File: config.mk
export PLATFORM = sky130hd
export DESIGN_NAME = atm_session_ctrl
export DESIGN_NICKNAME = d
export VERILOG_FILES = /design/src/rtl/atm_session_ctrl.sv
export SDC_FILE = /design/constraint.sdc
export NUM_CORES = 1
export LEC_CHECK = 0
export BUFFER_PORTS_ARGS = -buffer_cell sky130_fd_sc_hd__buf_2
export CORE_ASPECT_RATIO = 1.5
export CORE_MARGIN = 3
export CORE_UTILIZATION = 40
export CTS_CLUSTER_SIZE = 25
export DETAILED_ROUTE_END_ITERATION = 6
export GPL_ROUTABILITY_DRIVEN = 0
export SYNTH_ARGS = -nofsm -noshare
export SYNTH_HDL_FRONTEND = slang
export SYNTH_SLANG_ARGS = --single-unit
export TNS_END_PERCENT = 100
File: constraint.sdc
create_clock -name clk -period 2.46 [get_ports clk]
set_clock_uncertainty 0.2 [all_clocks]
set_input_delay 0.738 -clock clk [delete_from_list [all_inputs] [get_ports clk]]
set_output_delay 0.738 -clock clk [all_outputs]
set_load 0.1 [all_outputs]
File: src/rtl/atm_session_ctrl.sv
// atm_session_ctrl: ATM session FSM (card, PIN lockout, op dispatch) owning the PIN/balance table.
// Define ATM_TRANSFER_EN to enable opcode 010 transfers; otherwise 010 is rejected as a bad opcode.
module atm_session_ctrl #(
  parameter int NUM_ACCTS = 4,
  parameter int BAL_W = 8,
  parameter int MAX_TRIES = 3,
  parameter int INIT_BAL = 100
) (
  input  logic             clk,
  input  logic             rst,
  input  logic             card_in,
  input  logic [3:0]       AccountID,
  input  logic             pin_valid,
  input  logic [3:0]       PIN_NUMBER,
  input  logic             op_valid,
  output logic             op_ready,
  input  logic [2:0]       Operation,
  input  logic [BAL_W-1:0] amount,
  input  logic [3:0]       dest_id,
  input  logic [3:0]       new_pin,
  input  logic             Exit,
  output logic             auth_ok,
  output logic             locked,
  output logic             done,
  output logic             err,
  output logic [2:0]       err_code,
  output logic [BAL_W-1:0] currentBalance,
  output logic [3:0]       state
);
  localparam int IW = NUM_ACCTS > 1 ? $clog2(NUM_ACCTS) : 1;
  localparam int TW = $clog2(MAX_TRIES + 1);
`ifdef ATM_TRANSFER_EN
  localparam bit XFER = 1'b1;
`else
  localparam bit XFER = 1'b0;
`endif
  localparam logic [2:0] OP_DEP = 3'd0, OP_WD = 3'd1, OP_XFER = 3'd2, OP_PIN = 3'd3, OP_SHOW = 3'd4;

  typedef enum logic [3:0] {IDLE, CHECK_CARD, WAIT_PIN, LOCKOUT, MENU, READ, EXEC, WRITE, DONE} state_t;

  state_t st;
  logic [BAL_W-1:0] bal [NUM_ACCTS];
  logic [3:0] pin_tab [NUM_ACCTS];
  logic [NUM_ACCTS-1:0] lock_bits;
  logic [TW-1:0] tries;
  logic [IW-1:0] acct;
  logic [3:0] dst, npin;
  logic [2:0] op, ecode, ecode_q;
  logic [BAL_W-1:0] amt, src_bal, dst_bal, nsrc, new_src;
  logic [BAL_W:0] sum_src, sum_dst;
  logic bad_op, xfer;
`ifdef ATM_TRANSFER_EN
  logic [BAL_W-1:0] new_dst;
`endif

  assign state = st;
  assign op_ready = (st == MENU) && card_in && !Exit;

  // Error priority: opcode, destination, funds, overflow.
  always_comb begin
    sum_src = {1'b0, src_bal} + {1'b0, amt};
    sum_dst = {1'b0, dst_bal} + {1'b0, amt};
    xfer = op == OP_XFER;
    bad_op = op > OP_SHOW || (xfer && !XFER);
    ecode = bad_op ? 3'd7
      : xfer && (int'(dst) >= NUM_ACCTS || dst[IW-1:0] == acct) ? 3'd6
      : (op == OP_WD || xfer) && amt > src_bal ? 3'd4
      : (op == OP_DEP && sum_src[BAL_W]) || (xfer && sum_dst[BAL_W]) ? 3'd5
      : 3'd0;
    nsrc = ecode != 3'd0 ? src_bal
      : op == OP_DEP ? sum_src[BAL_W-1:0]
      : (op == OP_WD || xfer) ? src_bal - amt
      : src_bal;
  end

  always_ff @(posedge clk or negedge rst) begin
    if (!rst) begin
      st <= IDLE;
      for (int i = 0; i < NUM_ACCTS; i++) begin
        bal[i] <= BAL_W'(INIT_BAL);
        pin_tab[i] <= 4'(i);
      end
      lock_bits <= '0;
      tries <= '0;
      acct <= '0;
      dst <= '0;
      npin <= '0;
      op <= '0;
      amt <= '0;
      src_bal <= '0;
      dst_bal <= '0;
      new_src <= '0;
      ecode_q <= '0;
`ifdef ATM_TRANSFER_EN
      new_dst <= '0;
`endif
      auth_ok <= 1'b0;
      locked <= 1'b0;
      done <= 1'b0;
      err <= 1'b0;
      err_code <= '0;
      currentBalance <= '0;
    end else begin
      done <= 1'b0;
      err <= 1'b0;
      case (st)
        IDLE: if (card_in) st <= CHECK_CARD;
        CHECK_CARD: begin
          acct <= AccountID[IW-1:0];
          if (int'(AccountID) >= NUM_ACCTS) begin
            err <= 1'b1;
            err_code <= 3'd1;
            st <= IDLE;
          end else if (lock_bits[AccountID[IW-1:0]]) begin
            err <= 1'b1;
            err_code <= 3'd3;
            locked <= 1'b1;
            st <= LOCKOUT;
          end else st <= WAIT_PIN;
        end
        WAIT_PIN: begin
          if (!card_in || Exit) st <= IDLE;
          else if (pin_valid) begin
            if (PIN_NUMBER == pin_tab[acct]) begin
              tries <= '0;
              auth_ok <= 1'b1;
              st <= MENU;
            end else begin
              err <= 1'b1;
              err_code <= 3'd2;
              if (int'(tries) + 1 >= MAX_TRIES) begin
                tries <= '0;
                lock_bits[acct] <= 1'b1;
                locked <= 1'b1;
                st <= LOCKOUT;
              end else tries <= tries + TW'(1);
            end
          end
        end
        LOCKOUT: if (!card_in) begin
          locked <= 1'b0;
          st <= IDLE;
        end
        MENU: begin
          if (!card_in || Exit) begin
            auth_ok <= 1'b0;
            st <= IDLE;
          end else if (op_valid) begin
            op <= Operation;
            amt <= amount;
            dst <= dest_id;
            npin <= new_pin;
            st <= READ;
          end
        end
        READ: begin
          src_bal <= bal[acct];
          dst_bal <= bal[dst[IW-1:0]];
          st <= EXEC;
        end
        EXEC: begin
          ecode_q <= ecode;
          new_src <= nsrc;
`ifdef ATM_TRANSFER_EN
          new_dst <= sum_dst[BAL_W-1:0];
`endif
          st <= WRITE;
        end
        WRITE: begin
          if (ecode_q == 3'd0) begin
            if (op == OP_DEP || op == OP_WD || op == OP_XFER) bal[acct] <= new_src;
            if (op == OP_PIN) pin_tab[acct] <= npin;
`ifdef ATM_TRANSFER_EN
            if (op == OP_XFER) bal[dst[IW-1:0]] <= new_dst;
`endif
          end
          done <= 1'b1;
          err <= ecode_q != 3'd0;
          if (ecode_q != 3'd0) err_code <= ecode_q;
          currentBalance <= new_src;
          st <= DONE;
        end
        DONE: st <= MENU;
        default: st <= IDLE;
      endcase
    end
  end
endmodule
-- Word-level counts from Yosys, hierarchy flattened
Index checks and enable logic that the tools add are counted.
Widths: inputs -> output; s select.
- equality and inequality tests: 28
- $lt $le $gt $ge: 11
- bitwise logic cells: 5
- add/subtract/negate cells: 5
- reduce and logical (&&, ||, !) cells: 34
- multiplexer cells: 66
- operators with widths (cell ; count):
    $mux 8 ; 8
    $mux 4 ; 11
    $pmux 4 s9 ; 1
    $bmux 8 s2 ; 2
    $bwmux 32 ; 1
    $mux 3 ; 10
    $mux 1 ; 20
    $ne 2x2->1 const B ; 10
    $add 8x8->9 ; 2
    $bwmux 16 ; 1
    $demux 8 s2 ; 1
    $eq 4x3->1 const B ; 4
    $reduce_and 5->1 ; 3
    $reduce_and 3->1 ; 4
    $reduce_bool 3->1 ; 4
    $pmux 3 s3 ; 1
    $bmux 4 s2 ; 1
    $demux 4 s2 ; 1
    $eq 4x2->1 const B ; 2
    $ge 4x3->1 const B ; 2
    $gt 8x8->1 ; 1
    $logic_and 1x1->1 ; 8
    $reduce_and 8->1 ; 1
    $sub 8x8->8 ; 1
    other kinds (32) ; 49
- flip-flop bits (word level): 121
- logic and storage cells: 175
- bits of input ports: 33
- output and inout bits: 20

-- Logic depth before layout (Yosys ltp)
- word-level depth: 9
- mapped depth: 11
- gate-level depth less buffers: 10

-- Worst setup path after synthesis
No wires, ideal clock.
- path kind: reg2reg
- start point: register st[2] (netlist: state[2])
- end point: register amt[7]
- cell stages (with the launch flop): 7
- data arrival time: 4.907 ns
- data required time: 2.135 ns
- path buffers: 1
- slack: -2.772 ns
- cell sequence: dfrtp_1 nor2b_4 nand2_1 nor3_1 nand2_1 buf_2 mux2_2
- word-level cells in the longest chain between the ends: 2
- ends and longest elaborated chain (what ; line ; RTL):
    from (decl) ; 41 ; state_t st;
    from (signal assigned) ; 78 ; st <= IDLE;
    from (signal assigned) ; 107 ; IDLE: if (card_in) st <= CHECK_CARD;
    from (signal assigned) ; 113 ; st <= IDLE;
    $eq 4x3->1 ; 106 ; case (st)
    $reduce_and 3->1 (no source line) ; -- ;
    to (signal assigned) ; 150 ; amt <= amount;
    to (decl) ; 49 ; logic [BAL_W-1:0] amt, src_bal, dst_bal, nsrc, new_src;
No other way between the ends.
A chain may end at the register's enable or synchronous reset.

-- Final worst setup path
- start point: register src_bal[0]
- end point: register new_src[7]
- word-level cells in the longest chain between the ends: 9
- elaborated cells between the ends (all ways): 14
- ends and longest elaborated chain (what ; line ; RTL):
    from (decl) ; 49 ;
    from (signal assigned) ; 157 ; src_bal <= bal[acct];
    $add 8x8->9 ; 61 ; sum_src = {1'b0, src_bal} + {1'b0, amt};
    $logic_and 1x1->1 ; 68 ; : (op == OP_DEP && sum_src[BAL_W]) || (xfer && sum_dst[BAL_W]) ? 3'd5
    $logic_or 1x1->1 ; 68 ;
    $mux 3 ; 68 ;
    $mux 3 ; 67 ; : (op == OP_WD || xfer) && amt > src_bal ? 3'd4
    $mux 3 ; 66 ; : xfer && (int'(dst) >= NUM_ACCTS || dst[IW-1:0] == acct) ? 3'd6
    $mux 3 ; 65 ; ecode = bad_op ? 3'd7
    $reduce_bool 3->1 ; 70 ; nsrc = ecode != 3'd0 ? src_bal
    $mux 8 * ; 70 ;
    to (signal assigned) ; 163 ; new_src <= nsrc;
    to (decl) ; 49 ;
Every way passes the cells marked *; elsewhere a longest branch is shown, timed or not.

==> summary.txt <==
Outcome
  • Outcome: finished, violations left
  • Failing checks: setup timing

STA
  • Setup TNS: -0.722 ns
  • Minimum clock period: 2.60 ns
  • Final-report max-slew violation count: 0
  • Fmax: 0.385 GHz
  • RSZ-0062 raised after global routing: true
  • Final setup margin: -0.138 ns
  • Worst slew pin tran: 0.864 ns
  • Headroom to the max-slew limit: 42.4%
  • Fin crit share: 106%
  • Final setup vio count: 9
  • Final hold violations: 0

Floorplanning
  • Core Region: 15,700 um2
  • Die Height: 161 um
  • Die area: 17,700 um2
  • IO Pins: 53
  • Die Width: 110 um
  • Row cnt: 56
  • Initial Utilization: 41.1%

Detailed routing
  • Drt total wl: 16.1 mm
  • Final ANT Viol Nets: 0
  • Vias: 4,831
  • DRC: 0
  • Initial drt markers: 204
  • Drt pass-1 iters: 4
  • Routed length per placed instance: 18.2 um
  • Via density: 5.45

Worst setup path
  • Critical path arrival: 2.68 ns
  • Setup CP Type: register to register
  • Worst Path Max Fanout: 6
  • FF-to-FF End: new_src[7]
  • CP max-delay cell: dfrtp_1
  • Worst-path cell chain: ha_4 -> fa_2 -> nor2b_4 -> o21ai_2 -> a211oi_2 -> a221oi_2 -> buf_4 -> buf_4 -> nand2_2 -> a211oi_2 -> o22ai_1
  • Crit path required time: 2.54 ns
  • R2R setup slack: -0.14 ns
  • Worst Setup End Kind: register
  • Crit-path leading delay family: compound AO/OA/AOI/OAI gates
  • Reg-to-reg startpoint: src_bal[0]
  • Worst Setup Start Kind: register
  • Critical Path Max Stage Delay: 0.42 ns
  • Crit path buf inv count: 2
  • Stages on worst setup path: 11
  • R2R cell count: 11

Cells and area
  • Area of the multi-input gates: 3350 um2
  • FF/Latch Area: 3060 um2
  • Utilization after layout: 52.1%
  • Nets: 729
  • Inserted Diodes: 0
  • Share of cells above drive strength 1: 46.5%
  • Fillers: 1,408
  • Area Growth Syn to Fin: 26.9%

Yosys
  • Count leader, synth: dfrtp_1
  • Syn Nets: 611
  • Syn avg cell area: 11.7 um2
  • Post-synthesis register bit count: 121
  • Synth async-reset ratio: 100%
  • Yosys warns: 0
  • Post-synthesis sequential area ratio: 47.3%
  • Synth top area share: 40.8%
  • Cell taking the most area after synthesis: dfrtp_1
  • Count of flip-flops with a built-in enable after synthesis: 0
  • Synth cell count leaders: dfrtp_1 (105), mux2_2 (71), nand2_1 (56)
  • Syn Inst Count: 553
  • Synth unique cells: 63
  • Top cells by area, synth: dfrtp_1 (41%), mux2_2 (12%), mux4_2 (7.3%)
  • Synth Flop Type: dfrtp_1
  • Synth Cell Area: 6440 um2

Hold path
  • Hold Path Class: input port to asynchronous set/reset pin

Global route
  • Gr usage total: 19.1%
  • Initial antenna violation count: 0
  • Vias in the first global route: 5,025
  • First-pass GRT wire length: 26.1 mm
  • Overflow after GRT: 0
  • Largest net degree at the start of global routing: 41

Power and ir drop
  • Pleak: 0.00388 uW
  • VDD IR max: 0.000693 V
  • Pwr Total: 6040 uW
  • Cell Pwr Density: 739 nW/um2

Clocking
  • CTS Buf Count: 17
  • Post-CTS Hold Buffers: 0
  • Clock sink total: 121
  • CTS clk-pin slew, worst paths: 0.06 ns
  • Clock buffer depth: 2
  • CTS H-tree depth: 4
  • CTS tree: yes
  • Root Buffer Master: clkbuf_16
  • Worst skew pair latency: 0.42 ns

Placement
  • Port bufs: 52
  • Detailed Place HPWL: 11.7 mm

Flow run
  • Max-cap viol count: 0
layout make-up:
class / count / share of cell area [%]
Multi-Input combinational cell: 383 / 41.0
Sequential cell: 121 / 37.4
Timing Repair Buffer: 124 / 10.6
Clock buffer: 19 / 5.54
Tap cell: 203 / 3.11
Inverter: 24 / 1.19
Clock inverter: 13 / 1.15
worst max path at each step:
stage               start          to
6_report       src_bal[0]  new_src[7]
5_1_grt            amt[0]  new_src[1]
4_1_cts            amt[0]  new_src[5]
3_5_place_dp       amt[0]  new_src[5]
3_3_place_gp       amt[0]  new_src[5]
2_1_floorplan    state[2]      amt[7]
cell families after synthesis:
family / synth area share [%]
AOI/OAI and AO/OA: 11.1
and+or+nand+nor: 11.0
muxes: 20.9
xor gates and xnor gates: 1.49
adders and majority gates: 5.09
DFF: 47.3
buffers and inverters: 3.14
repair_timing:
| item | 4_1_cts | 5_1_grt |
|---|---|---|
| gates resized for setup | 15 | 14 |
| pin swaps | 9 | 13 |
| endpoints found under the setup margin | 12 | 26 |
| buffers inserted | 7 | 13 |
metrics by stage:
stage	hold slack (ns)	cells	area [um2]	setup slack, ns
floorplan	0.237	553	6510	-0.385
global placement	0.247	836	7350	-0.120
detailed placement	0.263	836	7350	-0.213
CTS	0.103	875	8020	-0.0960
global route	0.110	887	8180	-0.213
finish	0.0891	887	8180	-0.138
cell usage in the layout, fill, tap and decap left out, types with 5 or more instances in the layout:
master and n:
a21oi_1 16, buf_2 50, buf_4 68, clkbuf_16 17, dfrtp_1 100, dfstp_2 16
ha_1 21, inv_1 21, mux2_2 71, mux2_4 5, mux4_2 21, nand2_1 52
nand2b_1 5, nand3_1 7, nor2_1 27, nor2b_1 8, nor3_1 9, o21ai_0 30
report_power, final:
| part | internal (uW) | switching (uW) | total [uW] |
|---|---|---|---|
| Combinational | 495 | 946 | 1440 |
| Sequential | 2120 | 190 | 2310 |
| Clock | 1340 | 943 | 2290 |
per-layer routing:
layer  wire length (um)  GRT usage (%)
met2               8440           32.3
met3                633           3.44
met4                472           7.54
met5                  0              0
met1               6590           24.0
sequential cells by signal (all words and copies together), names as in the netlist, 2 cells and up:
name	cells
op	3
ecode_q	3
bal	32
tries	2
amt	8
currentBalance	8
npin	4
lock_bits	4
src_bal	8
pin_tab	16
err_code	3
state	4
dst_bal	8
new_src	8
acct	2
dst	4
Note: power is estimated with default switching activity, not from simulation.
